===== src/rtl/iiitb_vm_pkg.sv =====
// Shared types and helpers for the multi-product vending controller.
// Holds the FSM state encoding, the coin codes and the coin-value lookup.
package iiitb_vm_pkg;

    typedef enum logic [1:0] {
        IDLE   = 2'd0,
        CREDIT = 2'd1,
        VEND   = 2'd2,
        CHANGE = 2'd3
    } vm_state_t;

    localparam logic [1:0] COIN_NONE = 2'b00;
    localparam logic [1:0] COIN_1    = 2'b01;
    localparam logic [1:0] COIN_2    = 2'b10;
    localparam logic [1:0] COIN_3    = 2'b11;

    function automatic int unsigned coin_value(
        input logic [1:0]  code,
        input int unsigned cv1,
        input int unsigned cv2,
        input int unsigned cv3
    );
        case (code)
            COIN_1:  return cv1;
            COIN_2:  return cv2;
            COIN_3:  return cv3;
            default: return 0;
        endcase
    endfunction

endpackage


===== src/rtl/iiitb_vm_change_sel.sv =====
// Greedy change selector: picks the largest coin whose value fits in the
// given credit, returning its code and value (COIN_NONE / 0 when credit is 0).
module iiitb_vm_change_sel
    import iiitb_vm_pkg::*;
#(
    parameter int          CREDIT_W = 8,
    parameter int unsigned CV1      = 1,
    parameter int unsigned CV2      = 2,
    parameter int unsigned CV3      = 5
) (
    input  logic [CREDIT_W-1:0] credit,
    output logic [1:0]          code,
    output logic [CREDIT_W-1:0] value
);

    localparam int CW1 = CREDIT_W + 1;
    localparam logic [CW1-1:0] V1 = CW1'(CV1);
    localparam logic [CW1-1:0] V2 = CW1'(CV2);
    localparam logic [CW1-1:0] V3 = CW1'(CV3);

    logic [CW1-1:0] credit_ext;
    assign credit_ext = {1'b0, credit};

    always_comb begin
        code  = COIN_NONE;
        value = '0;
        if (credit_ext >= V3) begin
            code  = COIN_3;
            value = CREDIT_W'(CV3);
        end else if (credit_ext >= V2) begin
            code  = COIN_2;
            value = CREDIT_W'(CV2);
        end else if (credit_ext >= V1) begin
            code  = COIN_1;
            value = CREDIT_W'(CV1);
        end
    end

endmodule


===== src/rtl/iiitb_vm_multi.sv =====
// Multi-product vending controller: accumulates coin credit, vends a selected
// product when affordable and in stock, and pays change back one coin per handshake.
module iiitb_vm_multi
    import iiitb_vm_pkg::*;
#(
    parameter int          N_PROD      = 4,
    parameter int          CREDIT_W    = 8,
    parameter int          PRICE_W     = 8,
    parameter logic [N_PROD*PRICE_W-1:0] PRICE_TABLE = {8'd15, 8'd10, 8'd7, 8'd5},
    parameter int unsigned CV1         = 1,
    parameter int unsigned CV2         = 2,
    parameter int unsigned CV3         = 5,
    localparam int         SEL_W       = (N_PROD > 1) ? $clog2(N_PROD) : 1
) (
    input  logic                clock,
    input  logic                reset,
    input  logic                coin_valid,
    input  logic [1:0]          coin_in,
    input  logic                sel_valid,
    input  logic [SEL_W-1:0]    sel,
    input  logic                cancel,
    input  logic [N_PROD-1:0]   stock_empty,
    input  logic                change_ready,
    output logic                vend_o,
    output logic [SEL_W-1:0]    vend_id,
    output logic                change_valid,
    output logic [1:0]          change_coin,
    output logic                coin_reject,
    output logic                sel_reject,
    output logic [CREDIT_W-1:0] credit_o,
    output logic                busy
);

    localparam int CW1   = CREDIT_W + 1;
    localparam int CMP_W = (PRICE_W > CREDIT_W) ? PRICE_W + 1 : CREDIT_W + 1;

    vm_state_t           state_reg, state_next;
    logic [CREDIT_W-1:0] credit_reg, credit_next;
    logic [CREDIT_W-1:0] pay_value_reg;
    logic                vend_reg, change_valid_reg, coin_reject_reg, sel_reject_reg, busy_reg;
    logic [SEL_W-1:0]    vend_id_reg;
    logic [1:0]          change_coin_reg;

    logic                coin_rej_next, sel_rej_next;
    logic [1:0]          next_code;
    logic [CREDIT_W-1:0] next_value;

    logic [PRICE_W-1:0] price_arr [N_PROD];

    genvar gi;
    generate
        for (gi = 0; gi < N_PROD; gi++) begin : g_price
            assign price_arr[gi] = PRICE_TABLE[gi*PRICE_W +: PRICE_W];
        end
    endgenerate

    // An index with no matching product reads as out of stock, so it is refused.
    logic [PRICE_W-1:0] price_sel;
    logic               stock_sel;
    always_comb begin
        price_sel = '0;
        stock_sel = 1'b1;
        for (int i = 0; i < N_PROD; i++) begin
            if (32'(sel) == i) begin
                price_sel = price_arr[i];
                stock_sel = stock_empty[i];
            end
        end
    end

    logic           sel_ok;
    logic           coin_present;
    logic [CW1-1:0] credit_sum;

    assign sel_ok       = !stock_sel && (CMP_W'(price_sel) <= CMP_W'(credit_reg));
    assign coin_present = coin_valid && (coin_in != COIN_NONE);
    assign credit_sum   = {1'b0, credit_reg} + CW1'(coin_value(coin_in, CV1, CV2, CV3));

    always_comb begin
        state_next    = state_reg;
        credit_next   = credit_reg;
        coin_rej_next = 1'b0;
        sel_rej_next  = 1'b0;
        case (state_reg)
            IDLE, CREDIT: begin
                if (cancel) begin
                    coin_rej_next = coin_present;
                    if (credit_reg != '0) state_next = CHANGE;
                end else if (sel_valid) begin
                    coin_rej_next = coin_present;
                    if (sel_ok) begin
                        credit_next = credit_reg - CREDIT_W'(price_sel);
                        state_next  = VEND;
                    end else begin
                        sel_rej_next = 1'b1;
                    end
                end else if (coin_present) begin
                    if (credit_sum[CREDIT_W]) begin
                        coin_rej_next = 1'b1;
                    end else begin
                        credit_next = credit_sum[CREDIT_W-1:0];
                        state_next  = (credit_next != '0) ? CREDIT : IDLE;
                    end
                end
            end
            VEND: begin
                coin_rej_next = coin_present;
                state_next    = (credit_reg != '0) ? CHANGE : IDLE;
            end
            CHANGE: begin
                coin_rej_next = coin_present;
                if (change_valid_reg && change_ready) begin
                    credit_next = credit_reg - pay_value_reg;
                    if (credit_next == '0) state_next = IDLE;
                end
            end
            default: state_next = IDLE;
        endcase
    end

    // The coin offered next cycle is chosen from the credit that will remain.
    iiitb_vm_change_sel #(
        .CREDIT_W (CREDIT_W),
        .CV1      (CV1),
        .CV2      (CV2),
        .CV3      (CV3)
    ) u_change_sel (
        .credit (credit_next),
        .code   (next_code),
        .value  (next_value)
    );

    always_ff @(posedge clock) begin
        if (reset) begin
            state_reg        <= IDLE;
            credit_reg       <= '0;
            pay_value_reg    <= '0;
            vend_reg         <= 1'b0;
            vend_id_reg      <= '0;
            change_valid_reg <= 1'b0;
            change_coin_reg  <= COIN_NONE;
            coin_reject_reg  <= 1'b0;
            sel_reject_reg   <= 1'b0;
            busy_reg         <= 1'b0;
        end else begin
            state_reg        <= state_next;
            credit_reg       <= credit_next;
            vend_reg         <= (state_next == VEND);
            vend_id_reg      <= (state_next == VEND) ? sel : '0;
            change_valid_reg <= (state_next == CHANGE);
            change_coin_reg  <= (state_next == CHANGE) ? next_code : COIN_NONE;
            pay_value_reg    <= (state_next == CHANGE) ? next_value : '0;
            coin_reject_reg  <= coin_rej_next;
            sel_reject_reg   <= sel_rej_next;
            busy_reg         <= (state_next == VEND) || (state_next == CHANGE);
        end
    end

    assign vend_o       = vend_reg;
    assign vend_id      = vend_id_reg;
    assign change_valid = change_valid_reg;
    assign change_coin  = change_coin_reg;
    assign coin_reject  = coin_reject_reg;
    assign sel_reject   = sel_reject_reg;
    assign credit_o     = credit_reg;
    assign busy         = busy_reg;

endmodule


===== config.mk =====
export PLATFORM = sky130hd
export DESIGN_NAME = iiitb_vm_multi
export DESIGN_NICKNAME = d
export VERILOG_FILES = /design/src/rtl/iiitb_vm_pkg.sv /design/src/rtl/iiitb_vm_change_sel.sv /design/src/rtl/iiitb_vm_multi.sv
export SDC_FILE = /design/constraint.sdc
export NUM_CORES = 1
export LEC_CHECK = 0
export CORE_MARGIN = 1.5
export CORE_UTILIZATION = 40
export CTS_CLUSTER_SIZE = 40
export DETAILED_ROUTE_END_ITERATION = 6
export PLACE_DENSITY = 0.64
export SLEW_MARGIN = 0
export SYNTH_ARGS = -nofsm -noshare
export SYNTH_HDL_FRONTEND = slang
export SYNTH_HIERARCHICAL = 1
export SYNTH_SLANG_ARGS = --single-unit

===== constraint.sdc =====
create_clock -name clock -period 5.6 [get_ports clock]
set_input_delay 1.12 -clock clock [delete_from_list [all_inputs] [get_ports clock]]
set_output_delay 1.12 -clock clock [all_outputs]
set_load 0.005 [all_outputs]

==> flow_summary.json <==
{
  "leakagePower_nw": 1.14,
  "async_flop_share": 0,
  "firstDrtPassIters": 5,
  "status": "finished clean",
  "final_cells": 404,
  "cp_top_family": "simple AND/OR/NAND/NOR gates",
  "pwr-share-comb": 0.641,
  "critical_path.cell_chain": "clkdlybuf4s50_1, nand2b_1, ha_1, fa_1, nand2b_1, a21o_1, a2111oi_4, a2111oi_1, or4_4, or4_4, or4_1, a21boi_1",
  "place_hpwl_um": 5400,
  "die_area_um2": 6650,
  "antenna_cells": 0,
  "fmax_ghz": 0.212,
  "cts_tree": "done",
  "rsz0062_at_grt": "no",
  "gp_congestion": 0.997,
  "max_stage_delay_ns": 0.56,
  "port_buffers": 30,
  "critical_path_class": "primary input to flop",
  "grt_pass1_vias": 2149,
  "vias": 2428,
  "ant_nets": 0,
  "powerDensity_nw_per_um2": 431,
  "wirelength_um": 7070,
  "cp_data_arrival_time_ns": 4.85,
  "antenna_found_initial": 0,
  "core-area_um2": 5960,
  "synthTopCellsByArea": "dfxtp_1 (22%), ha_1 (7.1%), o21ai_0 (3.9%)",
  "fin_skew_ns": 0.00174,
  "dpl-instance-area_um2": 2780,
  "crit_buf_inv": 1,
  "cp_max_fo": 4,
  "ys_seq_area_frac": 0.219,
  "startpoint_type": "primary input",
  "ir_worst_vdd_v": 0.000244,
  "drcViolationCount": 0,
  "num_rows": 28,
  "synth_cell_types": 69,
  "grt-busiest-layer": "met2",
  "pin_count": 31,
  "worst_slew_pin_slew_ns": 0.916,
  "hold_viol": 0,
  "timing.rr.start": "credit_o[1]",
  "synth.most_common_cell": "dfxtp_1",
  "seq_power_share": 0.263,
  "synth.avg_cell_area_um2": 7.96,
  "drive_above_1_share": 0.0669,
  "grt_pass1_wl_um": 11400,
  "vias_per_cell": 6.01,
  "p_sw_mw": 0.565,
  "nets": 361,
  "grt_use_met3": 0.0200,
  "swShare": 0.463,
  "cts_root_buffer": "clkbuf_8",
  "cts_setup_buffers": 0,
  "dp_cells": 400,
  "routedWlPerCell_um": 17.5,
  "post-route-cell-area_um2": 2820,
  "min_from": "credit_o[2]",
  "met2_usage": 0.339,
  "die_w_um": 81.5,
  "yosysWarnings": 6,
  "htreeDepth": 1,
  "crit_slowest_cell": "or4_4",
  "synth_top_area_frac": 0.219,
  "cts_max_path_buffers": 2,
  "synth_flop_cell": "dfxtp_1",
  "yosysTopAreaCell": "dfxtp_1",
  "min_period_ns": 4.72,
  "hold_class": "flop to flop",
  "crit_start": "sel[0]",
  "met1_usage": 0.335,
  "syn2layout_area_growth_pct": 14.5,
  "fp.dieH_um": 81.5,
  "grt_remaining_overflow": 0,
  "ys_ff_latch": 27,
  "synth_edf_count": 0,
  "hold_buffers": 0,
  "maxCapViolCount": 0,
  "drt_iter0_drc": 295,
  "syn_inst": 310,
  "fin_crit_sh": 0.843,
  "clkLatencyLatePin_ns": 0.28,
  "tns_ns": 0,
  "slew_headroom": 0.385,
  "grt_max_degree": 25,
  "drv_slew": 0,
  "numCtsBuffers": 3,
  "initial_core_util": 0.414,
  "numClockSinks": 27,
  "setup_viol": 0,
  "grtUsageTotal": 0.225,
  "synth_area_um2": 2470,
  "synthTopCellsByCount": "dfxtp_1 (27), inv_1 (24), nor2_1 (20), o21ai_0 (19), nand2_1 (15)",
  "endpoint_kind": "flop",
  "nFillCells": 597,
  "pwr-share-clk": 0.096,
  "intPower_mw": 0.654,
  "critical_path_required_ns": 5.73,
  "clkSlewWorstSetupHoldPaths_ns": 0.10,
  "cts_resized": 0
}
[area by class of cell]
type	count	area (um^2)	share of cell area
multi-input cells	244	1750	0.621
flip-flops and latches	27	541	0.191
repair buffers	30	300	0.106
well taps	75	93.8	0.0332
inverters	24	90.1	0.0319
clock buffers	3	41.3	0.0146
clock inverters	1	5.00	0.00177
[routing by layer]
metal | wire length, um | up-vias
met2 | 3080 | 97
met4 | 95 | 0
met1 | 3460 | 1135
li1 | - | 1185
met3 | 424 | 11
met5 | 0 | -
[final timing paths]
check                   end  slack, ns  depth (start not counted)
max reg2reg  change_coin[1]       1.59                         10
min reg2reg     credit_o[2]       0.84                          3
max          change_coin[1]       0.88                         12
min             credit_o[2]       0.84                          3
[worst reg2reg max path: cells and delay by family (launching register included)]
kind / cells / cell delay (ns)
and+or+nand+nor: 4 / 1.59
AOI/OAI and AO/OA: 4 / 0.88
adders and majority gates: 1 / 0.51
DFF: 1 / 0.60
buffers and inverters: 1 / 0.28
[cells in the final DEF (no fill, tap or decap), types with 6 or more instances in the layout]
master	count
o21a_1	6
a21oi_1	9
inv_1	24
a21boi_1	9
o21ai_0	19
nand3_1	8
nor2_1	20
a211oi_1	6
dfxtp_1	27
nor2b_1	7
and2_1	9
clkdlybuf4s50_1	30
nor3_1	10
nand2_1	15
ha_1	14
nand2b_1	8
[stage by stage]
| step | power (mW) | hold slack [ns] | setup WS, ns | utilization |
|---|---|---|---|---|
| floorplan | 0.872 | 0.624 | 1.33 | - |
| detailed placement | 1.08 | 0.821 | 0.581 | 0.466 |
| finish | 1.22 | 0.839 | 0.882 | 0.474 |
| global placement | 1.08 | 0.820 | 0.656 | 0.466 |
| global route | 1.31 | 0.879 | 0.719 | 0.474 |
| CTS | 1.21 | 0.837 | 0.884 | 0.474 |
[cell families (layout without fill, tap and decap cells)]
family | count (synthesis) | after routing | synth area share
flops | 27 | 27 | 0.219
other cells | 1 | 5 | 0.00152
xor+xnor | 6 | 6 | 0.0213
compound gates | 103 | 103 | 0.317
buf+inv | 43 | 58 | 0.0766
mux | 4 | 4 | 0.0218
fa+ha+maj | 17 | 17 | 0.0953
simple gates | 109 | 109 | 0.247
[power by group through the flow]
stage	clock (mW)	combinational (mW)	sequential, mW
CTS	0.120	0.770	0.319
detailed placement	0	0.759	0.324
global route	0.126	0.861	0.327
finish	0.117	0.781	0.321
global placement	0	0.760	0.325
floorplan	0	0.590	0.282
(Power assumes the default switching activity.)
==> RTL change: new RTL, same flow settings <==
`CREDIT_W` is set to 8 in 2 places; all go to 12.
--- a/src/rtl/iiitb_vm_change_sel.sv
+++ b/src/rtl/iiitb_vm_change_sel.sv
@@ -4,5 +4,5 @@
     import iiitb_vm_pkg::*;
 #(
-    parameter int          CREDIT_W = 8,
+    parameter int          CREDIT_W = 12,
     parameter int unsigned CV1      = 1,
     parameter int unsigned CV2      = 2,
--- a/src/rtl/iiitb_vm_multi.sv
+++ b/src/rtl/iiitb_vm_multi.sv
@@ -5,5 +5,5 @@
 #(
     parameter int          N_PROD      = 4,
-    parameter int          CREDIT_W    = 8,
+    parameter int          CREDIT_W    = 12,
     parameter int          PRICE_W     = 8,
     parameter logic [N_PROD*PRICE_W-1:0] PRICE_TABLE = {8'd15, 8'd10, 8'd7, 8'd5},
Ports: changed (resized credit_o); port bits go from 31 to 35. No check against the original RTL was run, so the function may have changed too.
==> RTL change against the original RTL <==
Cell count rose by 38%. Via count rose by 36%. Synthesized area rose by 38%. Worst hold slack got worse by 95 ps. Global-route usage fell by 0.83 points. Power rose by 21%. Maximum frequency rose by 4.5%. Combinational power rose by 5.2%. Routed wire length rose by 37%. Cell area rose by 37%. Sequential share of layout area fell by 1.0 points. Setup slack improved by 200 ps. Sequential cell count rose by 8. Largest power group unchanged. Highest routed layer unchanged.
==> RTL change: results (changes against the original RTL) <==
| Metric | Value |
|---|---|
| DP HPWL | 7330 µm (+36%) |
| Vias | 3294 (+36%) |
| Dpl cells | 551 (+38%) |
| Clock Pin Slew Worst Setup and Hold Paths | 80 ps (-20 ps) |
| Fin Clk Skew | 7.65 ps (+5.91 ps) |
| Clk power | 0.000274 W (+130%) |
| Post-Syn Instances | 435 (+40%) |
| Slew headroom | 36.4% (-2.1 points) |
| Setup slack at placement | 790 ps (+209 ps) |
| Met2 Use GR | 35.8% (+1.9 points) |
| Post-Layout Cell Count | 559 (+38%) |
| Register area | 701 µm² (+30%) |
| Combinational power | 0.000822 W (+5.2%) |
| WL met1 | 4580 µm (+32%) |
| Overall power consumption | 0.00147 W (+21%) |
| GRT met1 Usage | 30.3% (-3.2 points) |
| Post-synthesis mux area share | 1.84% (-0.34 points) |
| Vias in the first global route | 2977 (+39%) |
| Critical Path Max Stage Delay | 470 ps (-90 ps) |
| Metal2 WL | 4390 µm (+42%) |
| Nets | 488 (+35%) |
| Iteration-0 DRC Markers | 154 (-48%) |
| Overall Global Routing Usage | 21.6% (-0.83 points) |
| Crit path arrival time | 4700 ps (-150 ps) |
| CP max FO | 8 (+4) |
| Largest net degree at the start of global routing | 22 (-12%) |
| Routed length per instance | 17.3 µm (-1.2%) |
| First-pass GRT wire length | 15200 µm (+33%) |
| Internal power | 0.000831 W (+27%) |
| Commonest cells in the netlist | 35 x dfxtp_1, 34 x a21oi_1, 33 x nand2_1 |
| Status | finished clean |
| # port buffers | 34 (+13%) |
| Synth area leaders | dfxtp_1 21%, ha_1 6.6%, a21oi_1 5.0%, nand2b_1 3.7%, nand2_1 3.6% |
| Adder-Cell Fraction of Synth Area | 8.40% (-1.1 points) |
| Post-synthesis cell type count | 73 (+5.8%) |
## RTL change: cell types whose count changed in the layout (fill, tap and decap cells not counted), sizes merged, moves of 6 or more
cell and delta:
a21boi -12, xnor2 +7, nand2b +13, nand2 +18, nand3 +6, nor2 +8, dfxtp +8, a21oi +35
and2 -6
## RTL change: path summary, 6_finish.rpt
path | startpoint | end | slack (ps) | depth (start not counted)
setup / recovery | coin_in[0] | pay_value_reg[0]$_SDFF_PP0_ | 1090 | 14
hold / removal | credit_o[6]$_SDFF_PP0_ | credit_o[6]$_SDFF_PP0_ | 740 | 2
setup reg to reg | credit_o[0]$_SDFF_PP0_ | pay_value_reg[0]$_SDFF_PP0_ | 1820 | 13
hold reg to reg | credit_o[6]$_SDFF_PP0_ | credit_o[6]$_SDFF_PP0_ | 740 | 2
## RTL change: cell type report
class,instances,area share (%)
Timing Repair Buffer,37,9.39
Clock buffer,6,1.88
Multi-Input combinational cell,350,63.3
Tap cell,105,3.40
Sequential cell,35,18.1
Inverter,24,2.33
Clock inverter,2,1.55
